===== config.mk =====
export PLATFORM = sky130hd
export DESIGN_NAME = wb_arbiter
export DESIGN_NICKNAME = d
export VERILOG_FILES = /design/src/rtl/wb_arbiter.sv
export SDC_FILE = /design/constraint.sdc
export NUM_CORES = 1
export LEC_CHECK = 0
export ABC_AREA = 1
export CORE_AREA = 4 4 110 112
export CTS_CLUSTER_DIAMETER = 80
export CTS_CLUSTER_SIZE = 24
export DETAILED_ROUTE_END_ITERATION = 10
export DIE_AREA = 0 0 114 116
export GPL_TIMING_DRIVEN = 0
export PLACE_DENSITY = 0.68
export SLEW_MARGIN = 20
export SYNTH_ARGS = -nofsm -noshare
export SYNTH_HDL_FRONTEND = slang
export SYNTH_SLANG_ARGS = --single-unit

===== constraint.sdc =====
create_clock -name clk_i -period 2.1 [get_ports clk_i]
set_input_delay 0.525 -clock clk_i [delete_from_list [all_inputs] [get_ports clk_i]]
set_output_delay 0.525 -clock clk_i [all_outputs]
set_load 0.005 [all_outputs]

===== src/rtl/wb_arbiter.sv =====
// wb_arbiter: round-robin Wishbone B4 classic arbiter, N masters onto one slave.
// Optional response watchdog enabled by defining WB_ARBITER_TIMEOUT_EN.
module wb_arbiter #(
  parameter int NUM_MASTERS    = 2,
  parameter int TIMEOUT_CYCLES = 255
) (
  input  logic                      clk_i,
  input  logic                      rst_ni,
  input  logic [NUM_MASTERS-1:0]    m_cyc_i,
  input  logic [NUM_MASTERS-1:0]    m_stb_i,
  input  logic [NUM_MASTERS-1:0]    m_we_i,
  input  logic [32*NUM_MASTERS-1:0] m_adr_i,
  input  logic [4*NUM_MASTERS-1:0]  m_sel_i,
  input  logic [32*NUM_MASTERS-1:0] m_dat_i,
  output logic [31:0]               m_dat_o,
  output logic [NUM_MASTERS-1:0]    m_ack_o,
  output logic [NUM_MASTERS-1:0]    m_err_o,
  output logic [NUM_MASTERS-1:0]    m_rty_o,
  output logic                      s_cyc_o,
  output logic                      s_stb_o,
  output logic                      s_we_o,
  output logic [31:0]               s_adr_o,
  output logic [3:0]                s_sel_o,
  output logic [31:0]               s_dat_o,
  input  logic [31:0]               s_dat_i,
  input  logic                      s_ack_i,
  input  logic                      s_err_i,
  input  logic                      s_rty_i,
  output logic [NUM_MASTERS-1:0]    gnt_o,
  output logic                      busy_o
);

  localparam int N  = NUM_MASTERS;
  localparam int IW = $clog2(NUM_MASTERS);

  if (NUM_MASTERS < 2 || NUM_MASTERS > 8 ||
      TIMEOUT_CYCLES < 1 || TIMEOUT_CYCLES > 65535) begin : g_bad_cfg
    $error("wb_arbiter: parameter out of range");
  end

  typedef enum logic {
    S_IDLE = 1'b0,
    S_BUSY = 1'b1
  } state_t;

  state_t          r_state;
  state_t          w_state_n;
  logic [IW-1:0]   r_owner;
  logic [IW-1:0]   w_owner_n;
  logic [IW-1:0]   r_ptr;
  logic [IW-1:0]   w_ptr_n;
  logic [N-1:0]    r_gnt;
  logic [N-1:0]    w_gnt_n;

  logic [N-1:0]    w_hi;
  logic [IW-1:0]   w_pick;
  logic            w_busy;
  logic            w_cyc;
  logic            w_stb;
  logic            w_we;
  logic [31:0]     w_adr;
  logic [3:0]      w_sel;
  logic [31:0]     w_dat;
  logic            w_to;
  logic [N-1:0]    w_rsp_en;

  // Round-robin pick: lowest requester at or above ptr, else lowest overall.
  always_comb begin
    w_hi   = m_cyc_i & ({N{1'b1}} << r_ptr);
    w_pick = '0;
    for (int k = N-1; k >= 0; k--)
      if (m_cyc_i[k]) w_pick = IW'(k);
    for (int k = N-1; k >= 0; k--)
      if (w_hi[k]) w_pick = IW'(k);
  end

  // Owner mux: route the registered owner's request signals.
  always_comb begin
    w_cyc = 1'b0;
    w_stb = 1'b0;
    w_we  = 1'b0;
    w_adr = '0;
    w_sel = '0;
    w_dat = '0;
    for (int k = 0; k < N; k++) begin
      if (r_owner == IW'(k)) begin
        w_cyc = m_cyc_i[k];
        w_stb = m_stb_i[k];
        w_we  = m_we_i[k];
        w_adr = m_adr_i[32*k +: 32];
        w_sel = m_sel_i[4*k +: 4];
        w_dat = m_dat_i[32*k +: 32];
      end
    end
  end

  // Next-state: grant from idle, hold for the whole cyc burst.
  always_comb begin
    w_state_n = r_state;
    w_owner_n = r_owner;
    w_ptr_n   = r_ptr;
    w_gnt_n   = r_gnt;
    unique case (r_state)
      S_IDLE: begin
        if (|m_cyc_i) begin
          w_state_n = S_BUSY;
          w_owner_n = w_pick;
          w_gnt_n   = N'(1) << w_pick;
          w_ptr_n   = (w_pick == IW'(N-1)) ? '0 : w_pick + IW'(1);
        end
      end
      S_BUSY: begin
        if (!w_cyc) begin
          w_state_n = S_IDLE;
          w_gnt_n   = '0;
        end
      end
      default: begin
        w_state_n = S_IDLE;
        w_gnt_n   = '0;
      end
    endcase
  end

  // State, owner, pointer and grant registers.
  always_ff @(posedge clk_i or negedge rst_ni) begin
    if (!rst_ni) begin
      r_state <= S_IDLE;
      r_owner <= '0;
      r_ptr   <= '0;
      r_gnt   <= '0;
    end else begin
      r_state <= w_state_n;
      r_owner <= w_owner_n;
      r_ptr   <= w_ptr_n;
      r_gnt   <= w_gnt_n;
    end
  end

`ifdef WB_ARBITER_TIMEOUT_EN
  logic [15:0] r_cnt;
  logic        w_resp;
  logic        w_stall;

  assign w_resp  = s_ack_i | s_err_i | s_rty_i;
  assign w_stall = w_busy & w_cyc & w_stb & ~w_resp;
  assign w_to    = w_busy & (r_cnt == 16'(TIMEOUT_CYCLES));

  // Watchdog: count strobed cycles with no slave response.
  always_ff @(posedge clk_i or negedge rst_ni) begin
    if (!rst_ni)
      r_cnt <= '0;
    else if (!w_stall || w_to)
      r_cnt <= '0;
    else
      r_cnt <= r_cnt + 16'd1;
  end
`else
  assign w_to = 1'b0;
`endif

  assign w_busy   = (r_state == S_BUSY);
  // A released owner never sees a late response.
  assign w_rsp_en = r_gnt & {N{w_cyc}};

  assign s_cyc_o  = w_busy & w_cyc & ~w_to;
  assign s_stb_o  = w_busy & w_cyc & w_stb & ~w_to;
  assign s_we_o   = w_busy & w_we;
  assign s_adr_o  = w_busy ? w_adr : '0;
  assign s_sel_o  = w_busy ? w_sel : '0;
  assign s_dat_o  = w_busy ? w_dat : '0;

  assign m_dat_o  = s_dat_i;
  assign m_ack_o  = w_rsp_en & {N{s_ack_i}};
  assign m_err_o  = w_rsp_en & {N{s_err_i | w_to}};
  assign m_rty_o  = w_rsp_en & {N{s_rty_i}};

  assign gnt_o    = r_gnt;
  assign busy_o   = w_busy;

endmodule

Word level (Yosys, flattened, before mapping)
Index checks and enable logic that the tools add are counted.

storage, ports and cells
  register bits after elaboration = 5
  bits of input ports = 179
  word-level logic and storage cells = 41

operators by class
  $add $sub $neg = 1
  equality and inequality tests = 2
  shifts and indexed selects = 2
  muxes and demuxes = 20
  bitwise operators = 9
  reduce and logical (&&, ||, !) cells = 3

operators by type and width
  operator                                                            count
  32-bit two-way mux                                                  4
  2-bit AND                                                           5
  1-bit two-way mux                                                   10
  4-bit two-way mux                                                   2
  2-bit two-way mux                                                   2
  2-bit inequality test (second input constant)                       2
  2-bit case mux with 2 select lines                                  1
  2-bit AND reduction                                                 2
  1-bit AND                                                           3
  1-bit case mux with 2 select lines                                  1
  2-bit OR reduction                                                  1
  1-bit by 1-bit << shifter with 2-bit output (first input constant)  1
  2-bit by 1-bit << shifter with 2-bit output (first input constant)  1
  1-bit adder (second input constant)                                 1
  1-bit NOT                                                           1

Logic depth before layout (Yosys ltp)
Gate-level depths: netlist of run 1.

  word-level depth = 7
  mapped depth = 6
  mapped depth without buffers = 5

Least setup slack after synthesis of run 1
OpenSTA, ideal clock, no wires.

  path type = register -> output
  start = register r_owner
  end = output m_ack_o[0]
  data arrival time = 866 ps
  setup slack = 709 ps
  cell stages (with the launch flop) = 7
  buffers on the path = 1
  cell sequence = dfrtp_1 > buf_6 > inv_8 > nand2_4 > nand2_2 > nand2_1 > nor2_1

between the ends
  word-level cells in the longest chain between the ends = 3

ends and longest elaborated chain
  what                    RTL line  RTL
  start, declared         48        logic [IW-1:0] r_owner;
  start signal, assigned  134       r_owner <= w_owner_n;
  1-bit two-way mux       86        if (r_owner == IW'(k)) begin
  2-bit AND               164       assign w_rsp_en = r_gnt & {N{w_cyc}};
  2-bit AND               174       assign m_ack_o = w_rsp_en & {N{s_ack_i}};
  end, declared           16        output logic [NUM_MASTERS-1:0] m_ack_o,

Every way passes these cells.

Final worst setup path of run 1
  start = register r_owner
  end = output s_dat_o[5]

between the ends
  word-level cells in the longest chain between the ends = 2

ends and longest elaborated chain
  what                RTL line  RTL
  32-bit two-way mux  86
  32-bit two-way mux  171       assign s_dat_o = w_busy ? w_dat : '0;
  end, declared       24        output logic [31:0] s_dat_o,

Every way passes these cells.

==> results.py, run 1 <==
metrics = {
    "routing": {
        "dr.pass1.iters": 4,
        "vias_per_cell": 4.11,
        "num_vias": 2939,
        "drc_errors": 0,
        "detail_route.wl_per_cell_um": 13.6,
        "drtAntennaViolNets": 0,
        "totalWireLength_um": 9710,
        "drtIter0Drc": 133,
    },
    "critical_path": {
        "cp.arrival_ns": 1.53,
        "slowest_delay_ns": 0.38,
        "cp_data_required_time_ns": 1.57,
        "endpoint_kind": "output port",
        "cp-start-kind": "register",
        "cpMaxStageDelayCell": "dfrtp_1",
        "crit_fanout": 10,
        "crit_type": "reg2out",
        "crit_chain": "buf_12, buf_4, buf_6, o21ai_0, nor2_1, dlygate4sd2_1",
    },
    "cts": {
        "htreeDepth": 1,
        "holdBufCountCts": 0,
        "numCtsBuffers": 3,
        "clk_latency_ns": 0.23,
        "clkTransAtPathRegs_ns": 0.03,
        "clockRootBuffer": "clkbuf_16",
        "clock_path_buffers": 2,
        "cts_sinks": 5,
        "cts_tree": "done",
    },
    "die": {
        "ios": 291,
        "fp.dieW_um": 114,
        "die_h_um": 116,
        "rows": 39,
        "start_util_pct": 14.1,
        "die-area_um2": 13200,
        "core_area_um2": 11200,
    },
    "yosys": {
        "synth_top_area_cell": "nor2_1",
        "ys_seq_elements": 5,
        "syn_nets": 482,
        "synthSimpleGateAreaFrac_pct": 39.4,
        "synth_top_family_by_area": "simple AND/OR/NAND/NOR gates",
        "yosysUniqueCellTypes": 16,
        "ys_seq_area_share_pct": 7.89,
        "syn_area_per_cell_um2": 5.24,
        "yosysWarnings": 0,
        "synth.top_cell.area_share_pct": 34.1,
        "synthAdderAreaFrac_pct": 0,
        "synth_xor_area_share_pct": 0,
        "synth_compound_area_share_pct": 23.5,
        "netlist_top_cells_area": "nor2_1, o21ai_0, buf_4, dfrtp_1, buf_6",
        "netlist_instances": 303,
        "synthMuxAreaShare_pct": 0,
        "netlist_area_um2": 1590,
    },
    "cells_and_area": {
        "antenna_cells": 0,
        "layout_commonest_cell": "clkdlybuf4s50_1",
        "drive_above_1_share_pct": 15.0,
        "layout_common_cells": "clkdlybuf4s50_1, nor2_1, dlygate4sd2_1",
        "nets": 752,
        "post-route-util_pct": 39.5,
        "final_area_um2": 4430,
        "area_delta_synth_final_pct": 179,
    },
    "power_and_ir_drop": {
        "irDropWorstVdd_mv": 0.400,
        "pwr-share-seq_pct": 4.5,
        "pwr-share-clk_pct": 7.7,
        "power_switching_share_pct": 44.0,
        "p_comb_share_pct": 87.9,
        "leakagePower_nw": 2.12,
        "p_per_area_nw_per_um2": 911,
        "p_int_w": 0.00226,
        "p_switching_w": 0.00178,
    },
    "timing": {
        "fin_crit_ns": 2.05,
        "timing.final.crit_share_pct": 97.8,
        "final_max_slew_viol_count": 0,
        "skew_ns": 0.000658,
        "setup_violations": 0,
        "rsz0062_at_grt": "true",
        "tightest_slew_ns": 0.226,
        "max_freq_mhz": 487,
        "hold_viol_final": 0,
        "slew_headroom_pct": 84.9,
    },
    "outcome": {
        "status": "finished, final reports clean",
    },
    "global_routing": {
        "grt_pass1_vias": 2855,
        "grt_overflow": 0,
        "grt_pass1_wl_um": 14200,
        "grt_max_degree": 11,
        "antenna_found_initial": 0,
        "grt_usage_pct": 13.0,
    },
    "placement": {
        "place_congestion": 0.812,
        "io_buffers": 258,
        "placed_area_um2": 4350,
        "hpwl_um": 8250,
    },
    "flow_run": {
        "drv_cap": 0,
    },
    "min_path": {
        "hp-class": "in2async",
    },
}
## critical path: cells and delay by family, from the launching register on
kind | cells | cell delay (ns)
buffers and inverters | 4 | 0.69
AOI/OAI and AO/OA | 1 | 0.15
DFF | 1 | 0.38
and+or+nand+nor | 1 | 0.07
## synthesized netlist by cell type
| library cell | number |
|---|---|
| a21oi_2 | 1 |
| buf_2 | 7 |
| buf_4 | 40 |
| buf_6 | 8 |
| dfrtp_1 | 5 |
| inv_1 | 6 |
| inv_2 | 1 |
| inv_8 | 1 |
| nand2_1 | 11 |
| nand2_2 | 2 |
| nand2_4 | 1 |
| nand3_1 | 4 |
| nor2_1 | 144 |
| o21ai_0 | 66 |
| o21ai_1 | 5 |
| o21ai_2 | 1 |
## cells by family (layout without fill, tap and decap cells)
kind of cell,Yosys count,after routing
and+or+nand+nor,162,162
AOI/OAI and AO/OA,73,73
buffers and inverters,63,332
DFF,5,5
## metal layers
layer	part of all wire (%)	vias up	routed length (um)	track usage [%]
met5	0	-	0	0
met4	0.85	0	83	1.82
met3	9.1	7	888	2.61
met2	55	150	5310	25.7
met1	35	1316	3430	14.5
li1	-	1466	-	-
## state kept, by name, summed over array words and instances (netlist names)
| register | count |
|---|---|
| r_ptr | 1 |
| r_owner | 1 |
| busy_o | 1 |
| gnt_o | 2 |
## per-stage QoR
| step | hold slack, ns | TNS (ns) | worst slack, ns | power (W) | std cells |
|---|---|---|---|---|---|
| final | 0.521 | 0 | 0.0461 | 0.00404 | 715 |
| after detailed placement | 0.520 | -9.21 | -0.452 | 0.00399 | 704 |
| after global routing | 0.531 | -0.325 | -0.0655 | 0.00448 | 715 |
| after CTS | 0.528 | -0.226 | -0.0934 | 0.00404 | 714 |
| after floorplan | 0.229 | 0 | 0.709 | 0.00180 | 303 |
| after global placement | 0.502 | -8.45 | -0.411 | 0.00395 | 704 |
## power groups by stage
| stage | sequential (W) | clock, W | combinational [W] |
|---|---|---|---|
| 6_report | 0.000180 | 0.000310 | 0.00355 |
| 5_1_grt | 0.000188 | 0.000321 | 0.00397 |
| 4_1_cts | 0.000178 | 0.000312 | 0.00355 |
| 3_5_place_dp | 0.000173 | 0 | 0.00382 |
| 3_3_place_gp | 0.000172 | 0 | 0.00378 |
| 2_1_floorplan | 0.000170 | 0 | 0.00163 |
## final timing paths
| check | start | endpoint | slack, ns | depth (start not counted) |
|---|---|---|---|---|
| worst max-delay path | r_owner | s_dat_o[5] | 0.05 | 6 |
| worst min-delay path | rst_ni | gnt_o[1] | 0.52 | 1 |
| worst max register to register | r_owner | gnt_o[1] | 1.00 | 7 |
| worst min register to register | r_ptr | r_ptr | 0.54 | 2 |
| max in group asynchronous | rst_ni | busy_o | 1.39 | 1 |
| min in group clk_i | r_ptr | r_ptr | 0.54 | 2 |
## layout make-up
| cell class | count | area (um2) |
|---|---|---|
| tap | 143 | 179 |
| timing repair inverter | 1 | 8.76 |
| multi-input combinational | 235 | 1010 |
| inverter | 8 | 42.5 |
| sequential | 5 | 125 |
| buffer | 55 | 470 |
| clock buffer | 4 | 78.8 |
| fill | 1201 | 6790 |
| timing repair buffer | 264 | 2520 |
## what timing repair did
| action | CTS | global route |
|---|---|---|
| pin swaps | 0 | 2 |
| endpoints found under the setup margin | 77 | 12 |
| cloned | 1 | 0 |
| resized for setup | 92 | 53 |
| setup buffers | 5 | 2 |
Note: power is estimated with default switching activity, not from simulation.
==> inputs of run 2 (changes only) <==
--- a/config.mk
+++ b/config.mk
@@ -11,8 +11,9 @@
 export CTS_CLUSTER_SIZE = 24
 export DETAILED_ROUTE_END_ITERATION = 10
 export DIE_AREA = 0 0 114 116
+export GPL_ROUTABILITY_DRIVEN = 0
 export GPL_TIMING_DRIVEN = 0
-export PLACE_DENSITY = 0.68
+export PLACE_DENSITY = 0.7
 export SLEW_MARGIN = 20
 export SYNTH_ARGS = -nofsm -noshare
 export SYNTH_HDL_FRONTEND = slang
==> run 2 against run 1 <==
The flow now finishes with violations (setup timing). Die area unchanged. Maximum frequency down 6.2%. Sequential share of layout area hardly changed. Worst setup slack got worse by 0.14 ns. Power up 3.3%. Largest cell class unchanged.
==> results.py, run 2 (synthesized netlist as in run 1, its figures left out) <==
metrics = {
    "outcome": {
        "status": "finished with violations",
        "violations": "setup timing",
    },
    "critical_path": {
        "path_buf_inv": 3,
        "rr_startpoint": "busy_o",
        "cp_top_family": "buffers and inverters",
        "cp.arrival_ns": 1.66,
        "slowest_delay_ns": 0.51,
        "cp-endpoint": "s_adr_o[7]",
        "crit_fanout": 10,
        "reg2regPathDepth": 8,
        "cp-start-kind": "register",
        "cpMaxStageDelayCell": "clkdlybuf4s50_1",
        "cp_data_required_time_ns": 1.57,
        "timing.rr.end": "r_ptr",
        "endpoint_kind": "output port",
        "crit_path_start": "busy_o",
        "crit_chain": "buf_6, buf_4, o21ai_0, nor2_1, clkdlybuf4s50_1",
        "r2r_slack_ns": 0.83,
        "crit_type": "reg2out",
        "path_depth": 5,
    },
    "cts": {
        "htreeDepth": 1,
        "clk_latency_ns": 0.23,
        "cts_sinks": 5,
        "cts_tree": "done",
        "clockRootBuffer": "clkbuf_16",
        "numCtsBuffers": 3,
        "clock_path_buffers": 2,
        "clkTransAtPathRegs_ns": 0.03,
    },
    "routing": {
        "vias_per_cell": 4.05,
        "detail_route.wl_per_cell_um": 14.3,
        "num_vias": 2902,
        "dr.pass1.iters": 4,
        "drtAntennaViolNets": 0,
        "totalWireLength_um": 10200,
        "drc_errors": 0,
        "drtIter0Drc": 92,
    },
    "cells_and_area": {
        "antenna_cells": 0,
        "layout_commonest_cell": "clkdlybuf4s50_1",
        "instances_no_fill": 717,
        "largest_reg_flops": 2,
        "layout_common_cells": "clkdlybuf4s50_1, nor2_1, dlygate4sd2_1",
        "drive_above_1_share_pct": 13.2,
        "area_delta_synth_final_pct": 183,
        "nets": 754,
    },
    "timing": {
        "skew_ns": 0.000426,
        "slew_headroom_pct": 84.3,
        "setup_violations": 2,
        "fin_setup_tns_ns": -0.146,
        "worst_slack_ns": -0.0891,
        "hold_viol_final": 0,
        "tightest_slew_ns": 0.235,
        "timing.final.crit_share_pct": 104,
        "max_freq_mhz": 457,
        "rsz0062_at_grt": "true",
        "final_max_slew_viol_count": 0,
        "fin_crit_ns": 2.19,
    },
    "global_routing": {
        "grt_pass1_wl_um": 14100,
        "antenna_found_initial": 0,
        "grt_overflow": 0,
        "grt_usage_pct": 12.9,
        "grt_max_degree": 11,
        "grt_pass1_vias": 2770,
    },
    "die": {
        "start_util_pct": 14.1,
        "fp.dieW_um": 114,
        "rows": 39,
        "die_h_um": 116,
        "ios": 291,
        "die-area_um2": 13200,
        "core_area_um2": 11200,
    },
    "power_and_ir_drop": {
        "p_per_area_nw_per_um2": 928,
        "leakagePower_nw": 2.23,
        "irDropWorstVdd_mv": 0.532,
        "p_total_w": 0.00417,
    },
    "placement": {
        "dp.cells": 704,
        "io_buffers": 258,
        "hpwl_um": 8380,
    },
    "min_path": {
        "hp-class": "in2async",
    },
    "flow_run": {
        "drv_cap": 0,
    },
}
-- run 2: cell types whose count changed in the layout (fill, tap and decap cells not counted), moves of 2 or more --
cell and delta:
o21ai_0 -7, buf_8 +2, clkbuf_2 -11, dlymetal6s2s_1 +5, dlygate4sd2_1 +13, clkdlybuf4s50_1 +2
o21ai_1 +8, clkdlybuf4s15_1 -9
-- run 2: power breakdown --
group	leakage [nW]	switching [W]	internal (W)	total, W
combinational	2.13	0.00173	0.00194	0.00368
sequential	0.0609	0.0000356	0.000144	0.000180
clock	0.0382	0.0000646	0.000252	0.000317
total	2.23	0.00183	0.00234	0.00417
-- run 2: final cells by class --
class / instances / area [um2]
Timing Repair inverter: 1 / 8.76
Sequential cell: 5 / 125
Tap cell: 143 / 179
Fill cell: 1183 / 6730
Inverter: 8 / 42.5
Multi-Input combinational cell: 235 / 1000
Clock buffer: 4 / 78.8
Timing Repair Buffer: 266 / 2570
Buffer: 55 / 489
-- run 2: worst min-delay path by stage --
| stage | from | endpoint | slack, ns |
|---|---|---|---|
| floorplan | rst_ni | busy_o | 0.23 |
| global placement | r_ptr | r_ptr | 0.50 |
| detailed placement | r_ptr | r_ptr | 0.52 |
| CTS | rst_ni | gnt_o[1] | 0.53 |
| global route | rst_ni | gnt_o[1] | 0.54 |
| finish | rst_ni | gnt_o[1] | 0.52 |
-- run 2: timing repair --
item                                    CTS  global route
cloned                                    1             1
setup buffers                             3             4
pin swaps                                 2             1
hold buffers                              0             0
resized for setup                        88            35
endpoints found under the setup margin   77            14
-- run 2: stage by stage --
stage | instance area [um2] | util [%] | worst slack [ns] | hold WS (ns)
2_1_floorplan | 1590 | - | 0.709 | 0.229
3_3_place_gp | 4350 | 38.7 | -0.382 | 0.504
3_5_place_dp | 4350 | 38.7 | -0.442 | 0.516
4_1_cts | 4430 | 39.4 | -0.115 | 0.528
5_1_grt | 4500 | 40.1 | -0.139 | 0.540
6_report | 4500 | 40.1 | -0.0891 | 0.523
-- run 2: metal layers --
metal | global-route usage, % | routed length (um)
met3 | 2.25 | 843
met5 | 0 | 0
met2 | 25.1 | 5370
met1 | 15.2 | 3990
met4 | 1.27 | 27
